==> src/rtl/hit_accumulator_bank.sv <==
// hit_accumulator_bank
// Per-channel saturating hit counters accumulated over a programmed window of
// valid samples. At the end of the window the counts are moved in one step into
// a result bank, and done pulses for one cycle. Software can then read the result
// bank while the next window accumulates.
//
// Ports:
//   clk           rising-edge clock for all logic
//   reset_n       synchronous, active-low reset
//   start         arms one window; sampled only in IDLE and blocked by abort
//   abort         cancels the current window; the result bank is left as it is
//   sample_len    number of valid samples in the window, latched when start is accepted
//   data_valid    qualifies data_in
//   data_in       per-channel hit bits
//   busy          registered; high in ACCUM and DONE
//   done          one-cycle pulse, high when the result bank has just been updated
//   result_valid  high once at least one window has completed
//   rd_sel        channel select for readout
//   rd_data       result[rd_sel], with zero latency; 0 when rd_sel >= CH
//   sat_flags     per-channel saturation flags of the result bank
module hit_accumulator_bank #(
   parameter int CH    = 8,
   parameter int CNT_W = 32,
   parameter int LEN_W = 16,
   parameter int SEL_W = (CH > 1) ? $clog2(CH) : 1
) (
   input  logic             clk,
   input  logic             reset_n,
   input  logic             start,
   input  logic             abort,
   input  logic [LEN_W-1:0] sample_len,
   input  logic             data_valid,
   input  logic [CH-1:0]    data_in,
   output logic             busy,
   output logic             done,
   output logic             result_valid,
   input  logic [SEL_W-1:0] rd_sel,
   output logic [CNT_W-1:0] rd_data,
   output logic [CH-1:0]    sat_flags
);

   typedef enum logic [1:0] {
      ST_IDLE  = 2'd0,
      ST_ACCUM = 2'd1,
      ST_DONE  = 2'd2
   } state_t;

   localparam logic [CNT_W-1:0] ACC_MAX = {CNT_W{1'b1}};
   localparam logic [SEL_W:0]   CH_LIM  = (SEL_W + 1)'(CH);

   state_t                       state_q, state_d;
   logic [LEN_W-1:0]             len_q, len_d;
   logic [LEN_W-1:0]             cnt_q, cnt_d;
   logic [LEN_W-1:0]             cnt_inc;
   logic [CH-1:0][CNT_W-1:0]     acc_q, acc_d;
   logic [CH-1:0]                sat_q, sat_d;
   logic [CH-1:0][CNT_W-1:0]     result_q, result_d;
   logic [CH-1:0]                sat_flags_q, sat_flags_d;
   logic                         done_q, done_d;
   logic                         result_valid_q, result_valid_d;
   logic                         busy_q, busy_d;

   assign cnt_inc = cnt_q + {{(LEN_W-1){1'b0}}, 1'b1};

   // Next-state logic for the window FSM, the accumulators and the result bank
   always_comb begin
      state_d        = state_q;
      len_d          = len_q;
      cnt_d          = cnt_q;
      acc_d          = acc_q;
      sat_d          = sat_q;
      result_d       = result_q;
      sat_flags_d    = sat_flags_q;
      done_d         = 1'b0;
      result_valid_d = result_valid_q;

      case (state_q)
         ST_IDLE: begin
            if (start && !abort) begin
               len_d = sample_len;
               cnt_d = {LEN_W{1'b0}};
               // A zero-length window skips accumulation and produces zero results
               if (sample_len == {LEN_W{1'b0}}) begin
                  state_d = ST_DONE;
               end else begin
                  state_d = ST_ACCUM;
               end
            end else begin
               state_d = ST_IDLE;
            end
         end
         ST_ACCUM: begin
            if (abort) begin
               state_d = ST_IDLE;
               acc_d   = {CH{ {CNT_W{1'b0}} }};
               sat_d   = {CH{1'b0}};
            end else if (data_valid) begin
               for (int i = 0; i < CH; i++) begin
                  // Saturate: a hit at full scale holds the count and sets the sticky flag
                  if (data_in[i] && (acc_q[i] == ACC_MAX)) begin
                     acc_d[i] = acc_q[i];
                     sat_d[i] = 1'b1;
                  end else begin
                     acc_d[i] = acc_q[i] + {{(CNT_W-1){1'b0}}, data_in[i]};
                     sat_d[i] = sat_q[i];
                  end
               end
               cnt_d = cnt_inc;
               // The sample that reaches the programmed length is counted in this window
               if (cnt_inc == len_q) begin
                  state_d = ST_DONE;
               end else begin
                  state_d = ST_ACCUM;
               end
            end else begin
               state_d = ST_ACCUM;
            end
         end
         ST_DONE: begin
            if (abort) begin
               state_d = ST_IDLE;
               acc_d   = {CH{ {CNT_W{1'b0}} }};
               sat_d   = {CH{1'b0}};
            end else begin
               state_d        = ST_IDLE;
               result_d       = acc_q;
               sat_flags_d    = sat_q;
               acc_d          = {CH{ {CNT_W{1'b0}} }};
               sat_d          = {CH{1'b0}};
               done_d         = 1'b1;
               result_valid_d = 1'b1;
            end
         end
         default: begin
            state_d = ST_IDLE;
            acc_d   = {CH{ {CNT_W{1'b0}} }};
            sat_d   = {CH{1'b0}};
         end
      endcase

      // busy is registered from the next state so it lines up with ACCUM/DONE
      busy_d = (state_d != ST_IDLE);
   end

   // State and data registers, with synchronous active-low reset
   always_ff @(posedge clk) begin
      if (!reset_n) begin
         state_q        <= ST_IDLE;
         len_q          <= {LEN_W{1'b0}};
         cnt_q          <= {LEN_W{1'b0}};
         acc_q          <= {CH{ {CNT_W{1'b0}} }};
         sat_q          <= {CH{1'b0}};
         result_q       <= {CH{ {CNT_W{1'b0}} }};
         sat_flags_q    <= {CH{1'b0}};
         done_q         <= 1'b0;
         result_valid_q <= 1'b0;
         busy_q         <= 1'b0;
      end else begin
         state_q        <= state_d;
         len_q          <= len_d;
         cnt_q          <= cnt_d;
         acc_q          <= acc_d;
         sat_q          <= sat_d;
         result_q       <= result_d;
         sat_flags_q    <= sat_flags_d;
         done_q         <= done_d;
         result_valid_q <= result_valid_d;
         busy_q         <= busy_d;
      end
   end

   // Zero-latency readout mux; selects past the last channel read as zero
   always_comb begin
      if ({1'b0, rd_sel} < CH_LIM) begin
         rd_data = result_q[rd_sel];
      end else begin
         rd_data = {CNT_W{1'b0}};
      end
   end

   assign busy         = busy_q;
   assign done         = done_q;
   assign result_valid = result_valid_q;
   assign sat_flags    = sat_flags_q;

endmodule

==> config.mk <==
export PLATFORM = sky130hd
export DESIGN_NAME = hit_accumulator_bank
export DESIGN_NICKNAME = d
export VERILOG_FILES = /design/src/rtl/hit_accumulator_bank.sv
export SDC_FILE = /design/constraint.sdc
export NUM_CORES = 1
export LEC_CHECK = 0
export CORE_MARGIN = 4
export CORE_UTILIZATION = 45
export CTS_CLUSTER_SIZE = 10
export DETAILED_ROUTE_END_ITERATION = 10
export GPL_ROUTABILITY_DRIVEN = 0
export HOLD_SLACK_MARGIN = 0.12
export PLACE_DENSITY = 0.71
export SLEW_MARGIN = 25
export SYNTH_ARGS = -nofsm -noshare
export SYNTH_HDL_FRONTEND = slang
export SYNTH_SLANG_ARGS = --single-unit
==> constraint.sdc <==
create_clock -name clk -period 4.75 [get_ports clk]
set_clock_uncertainty 0.2 [all_clocks]
set_input_delay 0.475 -clock clk [delete_from_list [all_inputs] [get_ports clk]]
set_output_delay 0.475 -clock clk [all_outputs]
set_load 0.01 [all_outputs]
==> Implementation_results.wiki <==
{| class="wikitable"
! Metric !! Value
|-
| Post-route setup TNS || 0 ns
|-
| Vias after detailed routing || 21500
|-
| Average detailed-routed wire length per instance || 19.2 um
|-
| Family with the most delay on the worst path || buffers and inverters
|-
| Warnings from Yosys || 0
|-
| Clock Tree Buf Depth || 3
|-
| Setup slack at placement || 0.912 ns
|-
| Iteration count of the initial detailed-routing pass || 6
|-
| Worst slew margin relative to its limit || 31.0%
|-
| RSZ-0062 raised after global routing || no
|-
| Fraction of layout instances using a drive strength above 1 || 8.05%
|-
| Worst-path cell chain || buf_4 > buf_4 > mux4_2 > mux2_2 > clkdlybuf4s50_1
|-
| Number of top-level pins || 75
|-
| GR Util All Layers || 23.3%
|-
| Critical path buffer and inverter count || 3
|-
| Worst setup SP type || primary input
|-
| Arr. time, crit path || 2.81 ns
|-
| Placeable core area || 56700 um^2
|-
| Data required time at the worst endpoint || 4.07 ns
|-
| Final critical-path setup slack || 1.26 ns
|-
| Top cell type's share of synthesized area || 43.7%
|-
| Hold_buf cts || 0
|-
| # Max-Cap Violations || 0
|-
| Total DRC errors in the routed layout || 0
|-
| Count of clock tree sinks || 565
|-
| Maximum vdd drop || 0.259 mV
|-
| First element of the critical path || rd_sel[0]
|-
| Growth of design area from synthesis to finish || 12.4%
|-
| Number of pins with negative max-slew slack in the final report || 0
|-
| Smallest hold slack || 0.262 ns
|-
| Post-CTS Repair Setup Buffers || 0
|-
| Count of final setup violators || 0
|-
| Number of nets produced by synthesis || 3052
|-
| Highest-delay cell along the critical path || mux4_2
|-
| Maximum clock rate || 287 MHz
|-
| Synth Instances || 3003
|-
| Flop pwr share || 49.6%
|-
| Internal power component || 7.47 mW
|-
| Number of clock buffers inserted by TritonCTS || 67
|-
| Most used DFF post-synth || dfxtp_1
|-
| Post-synthesis sequential area ratio || 43.7%
|-
| Worst Hold Launch || result_q[210]
|-
| DR vias/cell || 5.69
|-
| Fill count || 5249
|-
| Worst min-delay path category || reg -> reg
|-
| Fraction of the cycle the final worst path needs || 73.4%
|-
| Critical path's largest stage delay || 0.58 ns
|-
| Chip height || 248 um
|-
| Fin crit period || 3.49 ns
|-
| DR iter-0 viols || 2080
|-
| Global route overflow || 0
|-
| Final Hold Violating Endpoints || 0
|-
| Outcome || finished clean
|-
| Std cell rows || 87
|-
| Biggest area contributors in the synthesized netlist || dfxtp_1 44%, nand2_1 10%, a21boi_0 8.5%
|-
| Initial antenna violation count || 0
|-
| Global-route wire length before repair || 113 mm
|-
| Count of antenna diodes in the layout || 0
|-
| Switching Fraction || 22.2%
|-
| Total Routed Length || 72.5 mm
|-
| Proportion of register bits with asynchronous set or reset after synthesis || 0%
|-
| Dominant cell type by count on the critical path || buf_4
|-
| Die Footprint || 61500 um^2
|-
| Clock Power Share || 47.1%
|-
| Combinational share of power || 3.3%
|-
| Buffer cell driving the clock tree root || clkbuf_16
|-
| Horizontal extent of the die || 248 um
|-
| Netlist cell types || 81
|-
| Resized cells post-CTS || 0
|-
| Clock tree from TritonCTS || built
|-
| Maximum number of pins on one net before global-route repair || 151
|-
| Final-stage net count || 3052
|-
| Mean cell area of the mapped netlist || 8.63 um^2
|-
| Placed wire-length estimate || 50.4 mm
|-
| Maximum fanout along the worst path || 26
|-
| Starting Density || 45.7%
|-
| Power density of the placed cells || 330 nW/um^2
|-
| Post-synthesis instance area || 25900 um^2
|-
| Synthesis-stage register bit count || 565
|-
| Biggest area consumer among synthesized cells || dfxtp_1
|-
| Leak || 9.41 nW
|-
| Net switching power || 2.13 mW
|-
| Slew at the pin closest to its max-slew limit || 1.04 ns
|-
| Routed Antenna Nets || 0
|-
| Category of the worst setup path capture point || primary output
|-
| EDFF count, synth || 0
|-
| Clock-pin slew of the registers on the worst-case setup and hold paths || 0.05 ns
|-
| Clock insertion delay at the later pin of the skew report || 0.61 ns
|-
| Count of buffers inserted at the top-level ports || 74
|-
| Depth of the CTS H-tree || 3
|-
| Worst setup path class || in -> out
|-
| Worst R2R Start || acc_q[8]
|-
| Vias in the first global route || 19700
|}
==> worst paths after layout <==
path / end / slack, ns / cells after the start
worst min-delay path: result_q[210] / 0.26 / 2
worst max register to register: acc_q[28] / 1.45 / 7
worst min register to register: result_q[210] / 0.26 / 2
worst max-delay path: rd_data[15] / 1.26 / 5
==> worst register-to-register path, cell delays in order, from the launching register on <==
cell and delay (ns):
dfxtp_1 0.44, nand4_1 0.24, nor4_1 0.76, nand4_1 0.43
o21a_1 0.54, nor2b_1 0.37, o21ai_0 0.15, o31ai_1 0.08
==> layer usage <==
metal | GRT usage, % | part of all wire, %
met1 | 33.9 | 46
met2 | 34.3 | 42
met3 | 5.15 | 8.5
met4 | 7.75 | 3.3
met5 | 0 | 0
==> final cells by class <==
type	instances	area, um^2	area share (%)
clock buffers	78	1760	6.04
repair buffers	107	1120	3.84
flip-flops and latches	565	11300	38.8
inverters	18	67.6	0.232
well taps	756	946	3.25
clock inverters	6	71.3	0.245
multi-input cells	2244	13900	47.6
==> sequential cells by signal, indices dropped and copies added, names as in the netlist <==
name / cells
acc_q: 256
result_valid: 1
len_q: 16
sat_flags: 8
result_q: 256
done: 1
busy: 1
state_q: 2
cnt_q: 16
sat_q: 8
==> power groups by stage <==
stage	clock network [mW]	registers [mW]	logic (mW)
final	4.52	4.76	0.317
after global routing	4.79	4.76	0.339
after CTS	4.60	4.76	0.316
after detailed placement	0	4.86	0.315
after global placement	0	4.86	0.312
after floorplan	0	4.86	0.206
==> per-stage QoR <==
step	power (mW)	instances	cell area (um^2)	util, %
finish	9.60	3774	29100	51.4
global route	9.88	3774	29100	51.4
CTS	9.68	3774	29100	51.4
detailed placement	5.18	3690	27300	48.1
global placement	5.17	3689	27300	48.1
floorplan	5.06	3003	25900	-
==> cells by family after synthesis <==
| group | after synthesis | share of synthesized area, % |
|---|---|---|
| compound gates | 476 | 13.0 |
| xor+xnor | 216 | 7.30 |
| fa+ha+maj | 17 | 0.821 |
| buf+inv | 194 | 2.95 |
| flops | 565 | 43.7 |
| mux | 100 | 7.11 |
| simple gates | 1435 | 25.2 |
==> cell usage after synthesis, types with 33 or more instances <==
cell type	n
mux2_2	33
nand2_1	699
nand4_1	97
xnor2_1	79
a21oi_1	56
o21ai_0	60
mux4_2	64
nand3_1	105
or3_1	39
clkbuf_1	151
a21boi_0	294
and3_1	42
nor2_1	285
xor2_1	137
dfxtp_1	565
nor3_1	48
==> cells in the final DEF, fill, tap and decap left out, types with 11 or more instances in the layout <==
cell,Yosys,final
a21boi_0,294,294
a21oi_1,56,56
and2_1,15,14
and3_1,42,42
and4_1,26,26
buf_12,0,11
buf_4,4,23
clkbuf_16,0,68
clkdlybuf4s50_1,0,70
dfxtp_1,565,565
ha_1,17,17
inv_1,18,18
mux2_2,33,33
mux4_2,64,64
nand2_1,699,698
nand3_1,105,105
nand4_1,97,97
nor2_1,285,285
nor3_1,48,48
nor4_1,28,28
o21ai_0,60,60
or3_1,39,39
xnor2_1,79,79
xor2_1,137,137
Note: power is estimated with default switching activity, not from simulation.
